--- src/rtl/rom_bus_arbiter.sv ---
`timescale 1ns/1ps
// rom_bus_arbiter
//   Shares one ROM between the fetch unit (if_*) and the data/constant-load
//   path (dm_*). One transaction at a time walks IDLE -> ISSUE -> WAIT_LO ->
//   WAIT_HI -> ACK. The ROM answers a one-cycle cs by dropping rom_ready while
//   busy and raising it again with rom_data valid. A wait that lasts TIMEOUT
//   cycles is aborted: bus_err pulses and the owner receives all-ones data.
//
// Ports
//   clk, rst_n            clock (rising edge), asynchronous active-low reset
//   if_req/if_addr        fetch request and address (held until if_ack)
//   if_ack/if_data        one-cycle ack; last word captured for fetch
//   dm_req/dm_addr        data-path request and address (held until dm_ack)
//   dm_ack/dm_data        one-cycle ack; last word captured for data path
//   rom_cs/rom_address    ROM chip select (one cycle per transaction), address
//   rom_ready/rom_data    ROM handshake and read data
//   busy                  high whenever the FSM is not in IDLE
//   bus_err               one-cycle pulse alongside the ack of a timed-out read
module rom_bus_arbiter #(
  parameter int ADDR_W    = 16,
  parameter int DATA_W    = 16,
  parameter int TIMEOUT   = 15,
  parameter int FIXED_PRI = 0
) (
  input  logic              clk,
  input  logic              rst_n,
  input  logic              if_req,
  input  logic [ADDR_W-1:0] if_addr,
  output logic              if_ack,
  output logic [DATA_W-1:0] if_data,
  input  logic              dm_req,
  input  logic [ADDR_W-1:0] dm_addr,
  output logic              dm_ack,
  output logic [DATA_W-1:0] dm_data,
  output logic              rom_cs,
  output logic [ADDR_W-1:0] rom_address,
  input  logic              rom_ready,
  input  logic [DATA_W-1:0] rom_data,
  output logic              busy,
  output logic              bus_err
);

  typedef enum logic [2:0] {
    IDLE    = 3'd0,
    ISSUE   = 3'd1,
    WAIT_LO = 3'd2,
    WAIT_HI = 3'd3,
    ACK     = 3'd4
  } state_t;

  localparam logic [8:0] TIMEOUT_L = 9'(TIMEOUT);

  state_t     state_reg;
  logic       owner_reg;      // 1 = data path owns the current transaction
  logic       last_dm_reg;    // 1 = data path was served last
  logic [7:0] wait_cnt_reg;

  logic       grant_dm;
  logic [8:0] cnt_inc;
  logic       timeout_hit;
  logic       got_data;
  logic       done;

  // Round-robin favours whoever was not served last; fixed priority favours fetch.
  always_comb begin
    grant_dm = dm_req;
    if (if_req && dm_req) begin
      grant_dm = (FIXED_PRI != 0) ? 1'b0 : ~last_dm_reg;
    end
  end

  // The count after this cycle's increment; reaching TIMEOUT ends the wait,
  // so the FSM spends at most TIMEOUT cycles in WAIT_LO/WAIT_HI.
  assign cnt_inc     = {1'b0, wait_cnt_reg} + 9'd1;
  assign timeout_hit = (cnt_inc >= TIMEOUT_L);
  // Valid data wins over a timeout landing in the same cycle.
  assign got_data    = (state_reg == WAIT_HI) && rom_ready;
  assign done        = got_data ||
                       (((state_reg == WAIT_LO) || (state_reg == WAIT_HI)) && timeout_hit);

  always_ff @(posedge clk or negedge rst_n) begin
    if (!rst_n) begin
      state_reg    <= IDLE;
      owner_reg    <= 1'b0;
      last_dm_reg  <= 1'b1;   // fetch wins the first tie
      wait_cnt_reg <= '0;
      rom_cs       <= 1'b0;
      rom_address  <= '0;
      if_ack       <= 1'b0;
      dm_ack       <= 1'b0;
      if_data      <= '0;
      dm_data      <= '0;
      busy         <= 1'b0;
      bus_err      <= 1'b0;
    end else begin
      rom_cs  <= 1'b0;
      if_ack  <= 1'b0;
      dm_ack  <= 1'b0;
      bus_err <= 1'b0;

      case (state_reg)
        IDLE: begin
          // A ROM still busy from an interrupted transfer must finish first.
          if ((if_req || dm_req) && rom_ready) begin
            owner_reg   <= grant_dm;
            rom_address <= grant_dm ? dm_addr : if_addr;
            rom_cs      <= 1'b1;
            busy        <= 1'b1;
            state_reg   <= ISSUE;
          end
        end
        ISSUE: begin
          wait_cnt_reg <= '0;
          state_reg    <= WAIT_LO;
        end
        WAIT_LO: begin
          wait_cnt_reg <= wait_cnt_reg + 8'd1;
          if (!rom_ready) begin
            state_reg <= WAIT_HI;
          end
        end
        WAIT_HI: begin
          wait_cnt_reg <= wait_cnt_reg + 8'd1;
        end
        ACK: begin
          last_dm_reg <= owner_reg;
          busy        <= 1'b0;
          state_reg   <= IDLE;
        end
        default: begin
          busy      <= 1'b0;
          state_reg <= IDLE;
        end
      endcase

      // Completion (data or timeout) overrides the wait-state transitions above.
      if (done) begin
        state_reg <= ACK;
        bus_err   <= ~got_data;
        if (owner_reg) begin
          dm_ack  <= 1'b1;
          dm_data <= got_data ? rom_data : '1;
        end else begin
          if_ack  <= 1'b1;
          if_data <= got_data ? rom_data : '1;
        end
      end
    end
  end

endmodule

--- config.mk ---
export PLATFORM = sky130hd
export DESIGN_NAME = rom_bus_arbiter
export DESIGN_NICKNAME = d
export VERILOG_FILES = /design/src/rtl/rom_bus_arbiter.sv
export SDC_FILE = /design/constraint.sdc
export NUM_CORES = 1
export LEC_CHECK = 0
export CAP_MARGIN = 20
export CORE_ASPECT_RATIO = 0.75
export CORE_MARGIN = 1.5
export CORE_UTILIZATION = 45
export CTS_CLUSTER_DIAMETER = 50
export CTS_CLUSTER_SIZE = 30
export DETAILED_ROUTE_END_ITERATION = 8
export PLACE_DENSITY = 0.79
export SKIP_CTS_REPAIR_TIMING = 1
export SLEW_MARGIN = 20
export SYNTH_ARGS = -nofsm -noshare
export SYNTH_HDL_FRONTEND = slang
export SYNTH_SLANG_ARGS = --single-unit
--- constraint.sdc ---
create_clock -name clk -period 3.5 [get_ports clk]
set_input_delay 0.7 -clock clk [delete_from_list [all_inputs] [get_ports clk]]
set_output_delay 0.7 -clock clk [all_outputs]
set_load 0.05 [all_outputs]
==> impl_metrics.yaml <==
place:
  gp_congestion: 0.911
  portBuffers: 105
  place_area_mm2: 0.00422
  place_hpwl_um: 5230
  dp_cells: 496
global_routing:
  antenna_found_initial: 0
  grt_remaining_overflow: 0
  grt_use_total: 0.206
  grt_max_degree: 69
  grt_pass1_wl_um: 12000
  grt_pass1_vias: 2518
final_layout:
  drive_gt1_frac: 0.0748
  fin_util: 0.654
  syn2layout_area_growth_pct: 41.5
  mostFrequentLayoutCells: "104 x clkdlybuf4s50_1, 64 x dfrtp_1, 42 x nand2_1"
  final_nets: 478
  reg_top3: "dm_data x16, if_data x16, rom_address x16"
  design_area_mm2: 0.00443
  final_common_cell: "clkdlybuf4s50_1"
  nFillCells: 581
  stdcell_count: 512
  n_antenna_cell: 0
critical_path:
  crit_chain: "inv_1 > ha_1 > o21ba_2 > a211oi_1 > o311ai_2 > nand4_4 > o21a_1"
  cp_num_buf_inv: 1
  slowest_stage: "nand4_4"
  required_ns: 3.72
  cp_top_family: "compound AO/OA/AOI/OAI gates"
  critPathLaunchType: "flip-flop"
  worst_path_largest_cell_delay_ns: 0.51
  end_kind: "flip-flop"
  crit_fanout: 36
  crit_type: "flip-flop to flip-flop"
  crit_arrival_ns: 2.73
synthesis:
  async_flop_share: 1.00
  syn_nets: 377
  yosysSeqAreaShare: 0.528
  synth.distinct_cells: 35
  synth_top_family_by_area: "compound AO/OA/AOI/OAI gates"
  synth_compound_area_frac: 0.217
  yosys.area.top_type_share: 0.520
  yosys.area.top_type: "dfrtp_1"
  yosys-top-cells-area: "dfrtp_1 52%, o21a_1 8.2%, o21ai_0 6.6%"
  synthCells: 322
  syn_area_per_cell_um2: 9.71
  synth-seq-cells: 66
  synth_xor_area_frac: 0
  muxShareOfSynthArea: 0.0616
  synth-edff-count: 0
  yosys_warnings: 0
  ys.flop_type: "dfrtp_1"
  syn_area_mm2: 0.00313
  synth-simple-area-share: 0.148
  synthAdderAreaFrac: 0.00800
floorplan:
  start_util: 0.462
  die_w_um: 99.3
  fp.dieH_um: 75.2
  dieArea_mm2: 0.00747
  ios: 106
  core_mm2: 0.00677
  placementRows: 26
route:
  top_layer: "met4"
  wirelength_um: 7400
  wl_per_cell_um: 14.4
  wl_met1_um: 3510
  drc: 0
  dr_wl_met3_um: 594
  wl_met2_um: 3240
  first_pass_iters: 4
  antenna_left: 0
  drt_iter0_markers: 142
  viasPerCell: 5.21
  via_count: 2669
sta:
  post-route-period-util: 0.717
  finalClockSkew_ns: 0.00965
  fin_setup_tns_ns: 0
  tightest_slew_ns: 0.982
  hold_viol: 0
  fmax_ghz: 0.399
  setup_viol: 0
  holdWs_ns: 0.362
  grt_setup_unrepaired: "false"
  slew_headroom: 0.346
  finalMaxSlewViolations: 0
  period_minus_slack_ns: 2.51
cts:
  cts_tree: "yes"
  cts_max_level: 3
  clkTransAtPathRegs_ns: 0.07
  cts_buffers: 9
  insertion_delay_ns: 0.34
  cts_buffer_depth: 2
  clock_sinks: 66
  cts_root_buf: "clkbuf_8"
job:
  max_cap_violations: 0
power_and_ir_drop:
  power_density_mw_per_mm2: 928
  p_leak_nw: 1.95
  peakVddDrop_uv: 508
outcome:
  status: "complete, no violations"
hold_path:
  worst_hold_path_type: "input port to async pin"
## worst paths after layout
path	startpoint	depth (start not counted)	slack, ns	to
worst min register to register	rom_address[6]$_DFFE_PN0P_	2	0.48	rom_address[6]$_DFFE_PN0P_
max in group asynchronous	rst_n	2	2.40	dm_data[14]$_DFFE_PN0P_
worst max register to register	wait_cnt_reg[0]$_DFFE_PN0N_	7	0.99	dm_data[13]$_DFFE_PN0P_
min in group clk	rom_address[6]$_DFFE_PN0P_	2	0.48	rom_address[6]$_DFFE_PN0P_
worst min-delay path	rst_n	1	0.36	rom_address[4]$_DFFE_PN0P_
worst max-delay path	wait_cnt_reg[0]$_DFFE_PN0N_	7	0.99	dm_data[13]$_DFFE_PN0P_
## layout make-up
type	instances	area, µm²	area share
Tap cell	84	105	0.0237
Clock inverter	2	35.0	0.00791
Multi-Input combinational cell	232	1360	0.308
Timing Repair Buffer	110	1080	0.245
Inverter	4	15.0	0.00339
Clock buffer	14	173	0.0390
Sequential cell	66	1650	0.374
## layer usage
layer,track usage,vias to the layer above
met1,0.281,1245
met5,0,-
met3,0.0622,6
met2,0.324,97
li1,-,1321
met4,0.0610,0
## power by group
| group | leakage [nW] | internal [mW] | switching (mW) |
|---|---|---|---|
| Combinational | 0.972 | 0.779 | 1.32 |
| Sequential | 0.867 | 1.03 | 0.314 |
| Clock | 0.107 | 0.387 | 0.279 |
## worst reg2reg max path, delay by kind of cell (launching register included)
family / cells / cell delay (ns)
adders and majority gates: 1 / 0.22
and+or+nand+nor: 1 / 0.51
AOI/OAI and AO/OA: 4 / 1.11
DFF: 1 / 0.48
buffers and inverters: 1 / 0.08
## synthesized netlist by cell type (2+ instances only)
| cell | count |
|---|---|
| o21ai_0 | 41 |
| buf_6 | 3 |
| dfrtp_1 | 65 |
| nor2_1 | 38 |
| mux2_2 | 2 |
| nand3_1 | 4 |
| nand2b_1 | 2 |
| nor3_1 | 2 |
| o21a_1 | 34 |
| and3_1 | 2 |
| nand2_1 | 42 |
| ha_1 | 2 |
| nor2b_1 | 4 |
| a21o_1 | 3 |
| nand4_1 | 2 |
| a21oi_1 | 20 |
| clkbuf_1 | 13 |
| o31ai_1 | 3 |
| o311ai_2 | 2 |
| mux2i_1 | 17 |
| inv_1 | 4 |
| and2_1 | 2 |
| buf_2 | 3 |
## cells by family after synthesis
logic type / after synthesis
AOI/OAI and AO/OA: 108
and+or+nand+nor: 103
DFF: 66
buffers and inverters: 24
muxes: 19
adders and majority gates: 2
## through the flow
step | setup WS (ns) | total power, mW
2_1_floorplan | 1.53 | 2.77
3_3_place_gp | 0.926 | 3.39
3_5_place_dp | 0.914 | 3.45
4_1_cts | 1.00 | 4.13
5_1_grt | 0.827 | 4.38
6_report | 0.991 | 4.11
Note: power is estimated with default switching activity, not from simulation.
